<file path="src/rtl/clk_ctrl_pkg.sv">
// Shared types for the clock switch controller and its settle counter.
package clk_ctrl_pkg;

   localparam int CNT_W_DEF = 8;

   typedef enum logic [2:0] {
      RUN,
      SLEEP,
      DRAIN,
      SWITCH,
      RESUME,
      DONE
   } state_t;

endpackage

</file>
<file path="src/rtl/clk_ctrl_cnt.sv">
// Loadable down-counter with clear; tc is high while the count is zero.
module clk_ctrl_cnt
   import clk_ctrl_pkg::*;
#(
   parameter int W = CNT_W_DEF
) (
   input  logic         clk,
   input  logic         rst,
   input  logic         load,
   input  logic         clear,
   input  logic [W-1:0] load_val,
   output logic         tc
);

   logic [W-1:0] cnt;

   always_ff @(posedge clk) begin
      if (rst) begin
         cnt <= '0;
      end else if (load) begin
         cnt <= load_val;
      end else if (clear) begin
         cnt <= '0;
      end else if (cnt != '0) begin
         cnt <= cnt - 1'b1;
      end
   end

   assign tc = (cnt == '0);

endmodule

</file>
<file path="src/rtl/clk_switch_ctrl.sv">
// Clock mux/gate sequencer: glitch-free source switch plus idle auto-gating.
module clk_switch_ctrl
   import clk_ctrl_pkg::*;
#(
   parameter int   SETTLE_CYC = 4,
   parameter int   IDLE_CYC   = 16,
   parameter int   CNT_W      = CNT_W_DEF,
   parameter logic RST_SEL    = 1'b0
) (
   input  logic clk,
   input  logic rst,
   input  logic sw_req,
   input  logic sw_sel,
   output logic sw_ack,
   output logic busy,
   input  logic auto_gate_en,
   input  logic idle_in,
   input  logic scan_en,
   output logic mux_sel_o,
   output logic gate_en_o,
   output logic gate_se_o,
   output logic sleeping
);

   state_t state, state_nx;
   logic tgt, tgt_nx;
   logic sel_nx, gate_nx, ack_nx, busy_nx, sleep_nx;
   logic [CNT_W-1:0] idle_cnt, idle_nx, idle_inc;
   logic settle_ld, settle_clr, settle_tc, idle_go;

   clk_ctrl_cnt #(.W(CNT_W)) u_settle (
      .clk      (clk),
      .rst      (rst),
      .load     (settle_ld),
      .clear    (settle_clr),
      .load_val (CNT_W'(SETTLE_CYC - 1)),
      .tc       (settle_tc)
   );

   assign gate_se_o = scan_en;
   assign idle_go   = idle_in && auto_gate_en;
   assign idle_inc  = (idle_cnt == {CNT_W{1'b1}}) ? idle_cnt : idle_cnt + 1'b1;

   always_comb begin
      state_nx   = state;
      tgt_nx     = tgt;
      sel_nx     = mux_sel_o;
      gate_nx    = gate_en_o;
      ack_nx     = 1'b0;
      busy_nx    = busy;
      sleep_nx   = sleeping;
      idle_nx    = idle_cnt;
      settle_ld  = 1'b0;
      settle_clr = 1'b0;
      unique case (state)
         RUN, SLEEP: begin
            settle_clr = 1'b1;
            idle_nx    = idle_go ? idle_inc : '0;
            if (sw_req && sw_sel != mux_sel_o) begin
               state_nx  = DRAIN;
               tgt_nx    = sw_sel;
               gate_nx   = 1'b0;
               busy_nx   = 1'b1;
               sleep_nx  = 1'b0;
               idle_nx   = '0;
               settle_ld = 1'b1;
            end else if (sw_req) begin
               state_nx = RUN;
               gate_nx  = 1'b1;
               sleep_nx = 1'b0;
               ack_nx   = 1'b1;
               if (state == SLEEP) idle_nx = '0;
            end else if (state == SLEEP) begin
               if (!idle_go) begin
                  state_nx = RUN;
                  gate_nx  = 1'b1;
                  sleep_nx = 1'b0;
               end
            end else if (idle_go && idle_cnt == CNT_W'(IDLE_CYC - 1)) begin
               state_nx = SLEEP;
               gate_nx  = 1'b0;
               sleep_nx = 1'b1;
            end
         end
         DRAIN: begin
            if (settle_tc) begin
               state_nx  = SWITCH;
               sel_nx    = tgt;
               settle_ld = 1'b1;
            end
         end
         SWITCH: begin
            if (settle_tc) begin
               state_nx  = RESUME;
               gate_nx   = 1'b1;
               settle_ld = 1'b1;
            end
         end
         RESUME: begin
            if (settle_tc) begin
               state_nx   = DONE;
               ack_nx     = 1'b1;
               settle_clr = 1'b1;
            end
         end
         DONE: begin
            state_nx = RUN;
            busy_nx  = 1'b0;
            idle_nx  = '0;
         end
         default: begin
            state_nx = RUN;
            gate_nx  = 1'b1;
            busy_nx  = 1'b0;
            sleep_nx = 1'b0;
         end
      endcase
   end

   always_ff @(posedge clk) begin
      if (rst) begin
         state     <= RUN;
         tgt       <= RST_SEL;
         mux_sel_o <= RST_SEL;
         gate_en_o <= 1'b1;
         sw_ack    <= 1'b0;
         busy      <= 1'b0;
         sleeping  <= 1'b0;
         idle_cnt  <= '0;
      end else begin
         state     <= state_nx;
         tgt       <= tgt_nx;
         mux_sel_o <= sel_nx;
         gate_en_o <= gate_nx;
         sw_ack    <= ack_nx;
         busy      <= busy_nx;
         sleeping  <= sleep_nx;
         idle_cnt  <= idle_nx;
      end
   end

endmodule

</file>
<file path="config.mk">
export PLATFORM = sky130hd
export DESIGN_NAME = clk_switch_ctrl
export DESIGN_NICKNAME = d
export VERILOG_FILES = /design/src/rtl/clk_ctrl_pkg.sv /design/src/rtl/clk_ctrl_cnt.sv /design/src/rtl/clk_switch_ctrl.sv
export SDC_FILE = /design/constraint.sdc
export NUM_CORES = 1
export LEC_CHECK = 0
export BUFFER_PORTS_ARGS = -buffer_cell sky130_fd_sc_hd__buf_2
export CAP_MARGIN = 0
export CORE_MARGIN = 8
export CORE_UTILIZATION = 58
export CTS_CLUSTER_DIAMETER = 40
export DETAILED_ROUTE_END_ITERATION = 16
export PLACE_DENSITY = 0.86
export SLEW_MARGIN = 40
export SYNTH_ARGS = -nofsm -noshare
export SYNTH_HDL_FRONTEND = slang
export SYNTH_SLANG_ARGS = --single-unit
</file>
<file path="constraint.sdc">
create_clock -name clk -period 2.31 [get_ports clk]
set_input_delay 0.693 -clock clk [delete_from_list [all_inputs] [get_ports clk]]
set_output_delay 0.693 -clock clk [all_outputs]
set_load 0.03 [all_outputs]
</file>
==> results.json, run 1 <==
{
  "outcome": "completed",
  "synth.avg_cell_area_um2": 8.42,
  "slew_headroom": 0.634,
  "dieArea_um2": 4290,
  "power.share.clock": 0.153,
  "post-route-drc-count": 0,
  "path_delay_family": "compound AO/OA/AOI/OAI gates",
  "rsz0062_at_grt": "no",
  "grt-ovfl-total": 0,
  "p_switching_uw": 455,
  "critPathMaxFanout": 8,
  "cp-start-kind": "register",
  "io_buffers": 10,
  "cp_slowest_cell": "dfxtp_1",
  "post_cts_buffers": 0,
  "required_ns": 2.52,
  "clock_sinks": 25,
  "slowest_delay_ns": 0.49,
  "coreArea_um2": 2410,
  "syn-num-nets": 182,
  "slew_viol_final": 0,
  "synthArstFlopShare": 0,
  "ios": 13,
  "report.final.hold_viol_count": 0,
  "final_common_cell": "dfxtp_1",
  "dp.cells": 204,
  "holdBufCountCts": 0,
  "grt_max_degree": 21,
  "die_w_um": 65.5,
  "place_congestion": 0.930,
  "ys_ff_latch": 25,
  "clk_pin_slew_ns": 0.13,
  "clk_path_buf_depth": 2,
  "antenna_found_initial": 0,
  "dr.pass1.iters": 4,
  "holdCritPathClass": "register to register",
  "htreeDepth": 1,
  "clock_skew_ns": 0.00438,
  "fillers": 221,
  "wl_per_cell_um": 14.2,
  "die_y_um": 65.5,
  "layout.cells.non_filler": 208,
  "drt-vias-per-instance": 5.99,
  "fp-row-count": 18,
  "setup_viol": 0,
  "cts_resized": 0,
  "nNetsFinal": 192,
  "grt_pass1_wl_um": 4950,
  "grt_usage": 0.139,
  "hpwlAfterDp_um": 2230,
  "end_kind": "register",
  "crit_start": "state[2]$_SDFFE_PP0P_",
  "ant_nets": 0,
  "cts_inserted_buffers": 3,
  "comb_power_share": 0.416,
  "antenna-diode-count": 0,
  "max_slew.worst_pin.slew_ns": 0.545,
  "min_period_ns": 2.06,
  "arrival_ns": 2.27,
  "post-route-period-util": 0.890,
  "p_sw_frac": 0.373,
  "grt_pass1_vias": 1150,
  "synth_edf_count": 0,
  "drive_gt1_frac": 0.135,
  "netlist.area_leader.share": 0.352,
  "vias": 1245,
  "layout_common_cells": "dfxtp_1 (25), nor2_1 (19), a21oi_1 (15)",
  "insertion_delay_ns": 0.31,
  "syn_inst": 169,
  "totalWireLength_um": 2960,
  "fin_tns_setup_ns": 0,
  "p_seq_frac": 0.431,
  "vdd_ir_drop_max_mv": 0.563,
  "yosysWarnings": 0,
  "drtIter0Drc": 70,
  "cts_tree": "done",
  "netlist_area_um2": 1420,
  "crit_buf_inv": 2,
  "syn_to_final_growth_pct": 7.04,
  "internal_power_uw": 765,
  "synth_top_cells_by_area": "dfxtp_1 (35%), a21oi_1 (5.3%), ha_1 (5.3%)",
  "ys_seq_area_frac": 0.352,
  "cp_cell_sequence": "inv_1 > ha_1 > nand2b_1 > nor4_1 > buf_4 > a2111oi_4 > a21boi_1 > a311o_1",
  "synth.largest_area_cell": "dfxtp_1",
  "min_from": "tgt$_SDFFE_PP0P_",
  "crit_type": "register to register",
  "timing.rr.start": "state[2]$_SDFFE_PP0P_",
  "p_leak_uw": 0.000614,
  "root_buffer": "clkbuf_4",
  "max_freq_mhz": 486,
  "ys.flop_type": "dfxtp_1",
  "yosysUniqueCellTypes": 47,
  "drv_cap": 0,
  "initial_core_util": 0.590,
  "power.density_nw_per_um2": 801
}
-- cells in the mapped netlist, types with 2 or more instances --
cell / number
dfxtp_1: 25
nor2_1: 19
a21oi_1: 15
nor3_1: 11
nand2_1: 8
nand3_1: 7
ha_1: 6
inv_1: 6
o21ai_0: 6
and3_1: 4
clkbuf_1: 4
xnor2_1: 4
a21o_1: 3
nand3b_1: 3
nor2b_1: 3
nor3b_1: 3
xor2_1: 3
a211oi_1: 2
a31o_2: 2
a31oi_1: 2
and2_1: 2
buf_2: 2
mux2_1: 2
nand2b_1: 2
nand4_1: 2
o221a_2: 2
-- final cells by class --
class	instances	area, um2	share of cell area
clock buffers	4	26.3	0.0173
flip-flops and latches	25	500	0.329
inverters	6	22.5	0.0148
well taps	30	37.5	0.0247
multi-input cells	130	863	0.567
repair buffers	13	72.6	0.0477
-- metal layers --
metal  share of wire  GRT usage
met1            0.47      0.173
met2            0.47      0.228
met3           0.060     0.0374
met4          0.0061     0.0381
met5               0          0
-- worst register-to-register path, cell delays in order (launching register included) --
cell and delay, ns:
dfxtp_1 0.49, inv_1 0.16, ha_1 0.26, nand2b_1 0.11, nor4_1 0.07, buf_4 0.16
a2111oi_4 0.29, a21boi_1 0.11, a311o_1 0.31
-- registers in the layout, indices dropped and copies added, names as in the netlist --
name          cells
idle_cnt          8
u_settle.cnt      8
state             3
busy              1
gate_en_o         1
mux_sel_o         1
sleeping          1
sw_ack            1
tgt               1
-- cell families (layout without fill, tap and decap cells) --
family                   after synthesis  count (layout)  synth area share
AO/OA/AOI/OAI                         41              41             0.202
XOR/XNOR                               7               7            0.0431
adder cells (fa/ha/maj)                6               6            0.0528
AND/OR/NAND/NOR                       73              73             0.286
multiplexers                           3               3            0.0229
flip-flops                            25              25             0.352
buffers and inverters                 14              23            0.0413
-- power groups by stage --
stage / clock network (uW) / registers, uW / logic, uW
floorplan: 0 / 549 / 384
global placement: 0 / 530 / 489
detailed placement: 0 / 533 / 502
CTS: 195 / 524 / 505
global route: 210 / 532 / 564
finish: 187 / 526 / 507
-- path summary, 6_finish.rpt --
kind	endpoint	cells after the start	slack, ns
setup / recovery	gate_en_o$_SDFFE_PP1P_	8	0.25
hold / removal	tgt$_SDFFE_PP0P_	2	0.50
setup reg to reg	gate_en_o$_SDFFE_PP1P_	8	0.25
hold reg to reg	tgt$_SDFFE_PP0P_	2	0.50
-- through the flow --
step | worst slack [ns] | total power [uW] | utilization | instance area [um2] | hold WS, ns
5_1_grt | 0.0984 | 1310 | 0.632 | 1520 | 0.519
3_5_place_dp | 0.239 | 1030 | 0.621 | 1500 | 0.477
3_3_place_gp | 0.267 | 1020 | 0.621 | 1500 | 0.464
6_report | 0.254 | 1220 | 0.632 | 1520 | 0.498
2_1_floorplan | 0.393 | 933 | - | 1420 | 0.446
4_1_cts | 0.287 | 1220 | 0.632 | 1520 | 0.498
No activity file was read; power rests on OpenSTA's default activity.
==> run 2, diff against run 1 <==
CTS_BUF_LIST = sky130_fd_sc_hd__clkbuf_8 sky130_fd_sc_hd__clkbuf_16   (was unset)
GPL_TIMING_DRIVEN = 0   (was unset)
SKIP_CTS_REPAIR_TIMING = 1   (was unset)
==> run 2 against run 1 <==
- highest routed layer unchanged
- critical endpoint is now idle_cnt[7]$_SDFFE_PP0P_
- clock power increased by 33%
- critical path type unchanged
- critical path depth unchanged
- flip-flop and latch count unchanged
- utilization increased by 1.6 points
==> results.json, run 2 (synthesis results as in run 1) <==
{
  "grtUsageMet3": 0.0272,
  "clk_pin_slew_ns": 0.08,
  "cts_inserted_buffers": 3,
  "drtIter0Drc": 71,
  "slew_viol_final": 0,
  "outcome": "completed",
  "clock_skew_ns": 0.00195,
  "vdd_ir_drop_max_mv": 0.546,
  "hpwlAfterDp_um": 2300,
  "root_buffer": "clkbuf_8",
  "antenna-diode-count": 0,
  "wl_per_cell_um": 13.9,
  "fin_tns_setup_ns": 0,
  "clock_sinks": 25,
  "drt-vias-per-instance": 5.89,
  "ant_nets": 0,
  "grt_pass1_vias": 1216,
  "dp.cells": 210,
  "initial_core_util": 0.590,
  "die_w_um": 65.5,
  "end_kind": "register",
  "nNetsFinal": 198,
  "drv_cap": 0,
  "rsz0062_at_grt": "no",
  "power.density_nw_per_um2": 818,
  "max_freq_mhz": 482,
  "holdCritPathClass": "register to register",
  "die_y_um": 65.5,
  "ios": 13,
  "use_met1": 0.180,
  "layout_common_cells": "dfxtp_1 (25), nor2_1 (19), a21oi_1 (15)",
  "critPathMaxFanout": 10,
  "grt_max_degree": 14,
  "min_period_ns": 2.07,
  "post-route-period-util": 0.898,
  "syn_to_final_growth_pct": 9.67,
  "grt_usage": 0.144,
  "grt_pass1_wl_um": 5240,
  "setup_slack_ns": 0.235,
  "max_slew.worst_pin.slew_ns": 0.726,
  "dieArea_um2": 4290,
  "post-place-ws_ns": 0.0731,
  "fp-row-count": 18,
  "p_leak_uw": 0.000634,
  "required_ns": 2.50,
  "insertion_delay_ns": 0.26,
  "layout.cells.non_filler": 214,
  "final_common_cell": "dfxtp_1",
  "met2_usage": 0.247,
  "place_congestion": 0.944,
  "slew_headroom": 0.512,
  "totalWireLength_um": 2970,
  "coreArea_um2": 2410,
  "clk_path_buf_depth": 2,
  "reg_top3": "idle_cnt x8, u_settle.cnt x8, state x3",
  "drive_gt1_frac": 0.136,
  "htreeDepth": 1,
  "crit_type": "register to register",
  "cp-start-kind": "register",
  "busiest_layer": "met2",
  "arrival_ns": 2.26,
  "total_power_uw": 1280,
  "grt-ovfl-total": 0,
  "io_buffers": 11,
  "antenna_found_initial": 0,
  "vias": 1261,
  "final_util": 0.647,
  "setup_viol": 0,
  "post-route-drc-count": 0,
  "cts_tree": "done",
  "report.final.hold_viol_count": 0,
  "dr.pass1.iters": 4
}
[run 2: changes by cell type in the layout (fill, tap and decap cells not counted), sizes merged]
cell    before  now
clkbuf       4    7
buf         13   15
inv          6    7
[run 2: worst paths after layout]
kind                            slack [ns]  depth (start not counted)                       end                  start
worst max-delay path                  0.24                          8  idle_cnt[7]$_SDFFE_PP0P_  state[2]$_SDFFE_PP0P_
worst min-delay path                  0.49                          2          tgt$_SDFFE_PP0P_       tgt$_SDFFE_PP0P_
worst max register to register        0.24                          8  idle_cnt[7]$_SDFFE_PP0P_  state[2]$_SDFFE_PP0P_
worst min register to register        0.49                          2          tgt$_SDFFE_PP0P_       tgt$_SDFFE_PP0P_
[run 2: report_power, final]
| group | switching [uW] | leakage [uW] | total, uW | internal [uW] |
|---|---|---|---|---|
| Combinational | 285 | 0.000403 | 505 | 221 |
| Clock | 129 | 0.0000269 | 248 | 119 |
| Sequential | 48.4 | 0.000203 | 523 | 475 |
[run 2: layout make-up]
| class | instances | area [um2] |
|---|---|---|
| well taps | 30 | 37.5 |
| plain buffers | 8 | 36.3 |
| clock inverters | 1 | 3.75 |
| inverters | 6 | 22.5 |
| fillers | 221 | 850 |
| multi-input cells | 130 | 863 |
| flip-flops and latches | 25 | 500 |
| repair buffers | 11 | 55.1 |
| clock buffers | 3 | 41.3 |
[run 2: per-stage QoR]
stage / cell area, um2 / hold WS [ns]
floorplan: 1420 / 0.446
global placement: 1520 / 0.463
detailed placement: 1520 / 0.472
CTS: 1560 / 0.485
global route: 1560 / 0.532
finish: 1560 / 0.487
[run 2: layer usage]
metal  share of wire  up-vias
met5               0        -
met4          0.0081        0
met3           0.050        5
met2            0.48       36
met1            0.47      577
li1                -      643
[run 2: critical path, stage by stage, from the launching register on]
cell and delay (ns):
dfxtp_1 0.38, inv_1 0.17, ha_1 0.19, buf_2 0.22, nand3_1 0.11, a221oi_1 0.32, buf_2 0.27, a41oi_1 0.14
nor3_1 0.20
==> run 3, diff against run 2 <==
CORE_ASPECT_RATIO = 0.8   (was unset)
SLEW_MARGIN = 15   (was 40)
==> run 3 against run 2 <==
- clock power up 4%
- sequential power about the same
- wire length up 5.7%
- highest routed layer unchanged
- worst setup slack about the same
- worst hold slack better by 0.025 ns
- global-route usage up 1.0 points
- largest power group unchanged
- final cell count down 1.4%
==> results.json, run 3 (synthesis results as in run 1) <==
{
  "setup_slack_ns": 0.235,
  "required_ns": 2.52,
  "cp_slowest_cell": "dfxtp_1",
  "fillers": 204,
  "root_buffer": "clkbuf_8",
  "clk_path_buf_depth": 2,
  "coreArea_um2": 2380,
  "ios": 13,
  "max_slew.worst_pin.slew_ns": 0.684,
  "drt-vias-per-instance": 6.02,
  "critPathMaxFanout": 10,
  "dieArea_um2": 4300,
  "slew_headroom": 0.540,
  "grt_pass1_vias": 1142,
  "rsz0062_at_grt": "no",
  "drive_gt1_frac": 0.147,
  "end_kind": "register",
  "worstSetupPathDepth": 9,
  "path_delay_family": "buffers and inverters",
  "htreeDepth": 1,
  "vias": 1271,
  "initial_core_util": 0.597,
  "setup_viol": 0,
  "die_w_um": 71.4,
  "cts_tree": "done",
  "place_congestion": 0.935,
  "cts_inserted_buffers": 3,
  "holdCritPathClass": "register to register",
  "insertion_delay_ns": 0.27,
  "wl_per_cell_um": 14.9,
  "slowest_delay_ns": 0.39,
  "clk_pin_slew_ns": 0.09,
  "arrival_ns": 2.29,
  "antenna_found_initial": 0,
  "hpwlAfterDp_um": 2310,
  "cp_cell_sequence": "inv_1 > ha_1 > buf_2 > nand3_1 > a221oi_2 > buf_2 > nor3b_1 > a21oi_1 > nor2_1",
  "syn_to_final_growth_pct": 9.94,
  "antenna-diode-count": 0,
  "grt_pass1_wl_um": 5200,
  "power.density_nw_per_um2": 830,
  "crit_buf_inv": 3,
  "p_leak_uw": 0.000635,
  "cp_common_cell": "buf_2",
  "fin_tns_setup_ns": 0,
  "vdd_ir_drop_max_mv": 0.461,
  "multi_input_area_um2": 870,
  "clock_skew_ns": 0.00586,
  "report.final.hold_viol_count": 0,
  "reg_top3": "idle_cnt x8, u_settle.cnt x8, state x3",
  "dr.pass1.iters": 4,
  "drv_cap": 0,
  "clock_sinks": 25,
  "cp-start-kind": "register",
  "max_freq_mhz": 482,
  "min_path_cells": 2,
  "totalWireLength_um": 3140,
  "final_util": 0.657,
  "layout.cells.non_filler": 211,
  "final_common_cell": "dfxtp_1",
  "dp.cells": 207,
  "die_y_um": 60.3,
  "post-place-ws_ns": 0.0952,
  "crit_type": "register to register",
  "regArea_um2": 500,
  "ant_nets": 0,
  "outcome": "completed",
  "layout_common_cells": "dfxtp_1 (25), nor2_1 (19), a21oi_1 (15)",
  "slew_viol_final": 0,
  "fp-row-count": 16,
  "drtIter0Drc": 69,
  "io_buffers": 11,
  "grt_max_degree": 15,
  "grt-ovfl-total": 0,
  "nNetsFinal": 198,
  "min_period_ns": 2.07,
  "grt_usage": 0.154,
  "reg2reg_depth": 9,
  "post-route-drc-count": 0,
  "post-route-period-util": 0.898
}
-- run 3: power breakdown --
part,internal [uW],switching (uW),total [uW]
logic,222,294,516
registers,475,50.0,525
clock network,121,136,257
-- run 3: worst paths after layout --
kind	from	to	slack, ns
min reg2reg	tgt$_SDFFE_PP0P_	mux_sel_o$_SDFFE_PP0P_	0.51
max reg2reg	state[2]$_SDFFE_PP0P_	idle_cnt[3]$_SDFFE_PP0P_	0.24
max	state[2]$_SDFFE_PP0P_	idle_cnt[3]$_SDFFE_PP0P_	0.24
min	tgt$_SDFFE_PP0P_	mux_sel_o$_SDFFE_PP0P_	0.51
-- run 3: worst reg2reg max path, cell delays in order (launching register included) --
cell	delay [ns]
dfxtp_1	0.39
inv_1	0.17
ha_1	0.20
buf_2	0.22
nand3_1	0.12
a221oi_2	0.28
buf_2	0.27
nor3b_1	0.21
a21oi_1	0.06
nor2_1	0.09
-- run 3: final cells by class --
type | instances | share of cell area
plain buffers | 8 | 0.0232
flip-flops and latches | 25 | 0.320
inverters | 6 | 0.0144
multi-input cells | 130 | 0.556
clock inverters | 1 | 0.00320
well taps | 27 | 0.0216
repair buffers | 11 | 0.0352
clock buffers | 3 | 0.0264
-- run 3: per-stage QoR --
step           power (uW)  area (um2)  hold slack (ns)
3_3_place_gp         1020        1510            0.462
3_5_place_dp         1040        1510            0.498
5_1_grt              1380        1560            0.552
4_1_cts              1310        1560            0.520
2_1_floorplan         933        1420            0.446
6_report             1300        1560            0.513
-- run 3: routing by layer --
layer / track usage / share of wire / wire length [um] / vias up
li1: - / - / - / 650
met1: 0.181 / 0.47 / 1490 / 601
met2: 0.258 / 0.48 / 1510 / 18
met3: 0.0503 / 0.040 / 124 / 2
met4: 0.0501 / 0.0061 / 19 / 0
met5: 0 / 0 / 0 / -
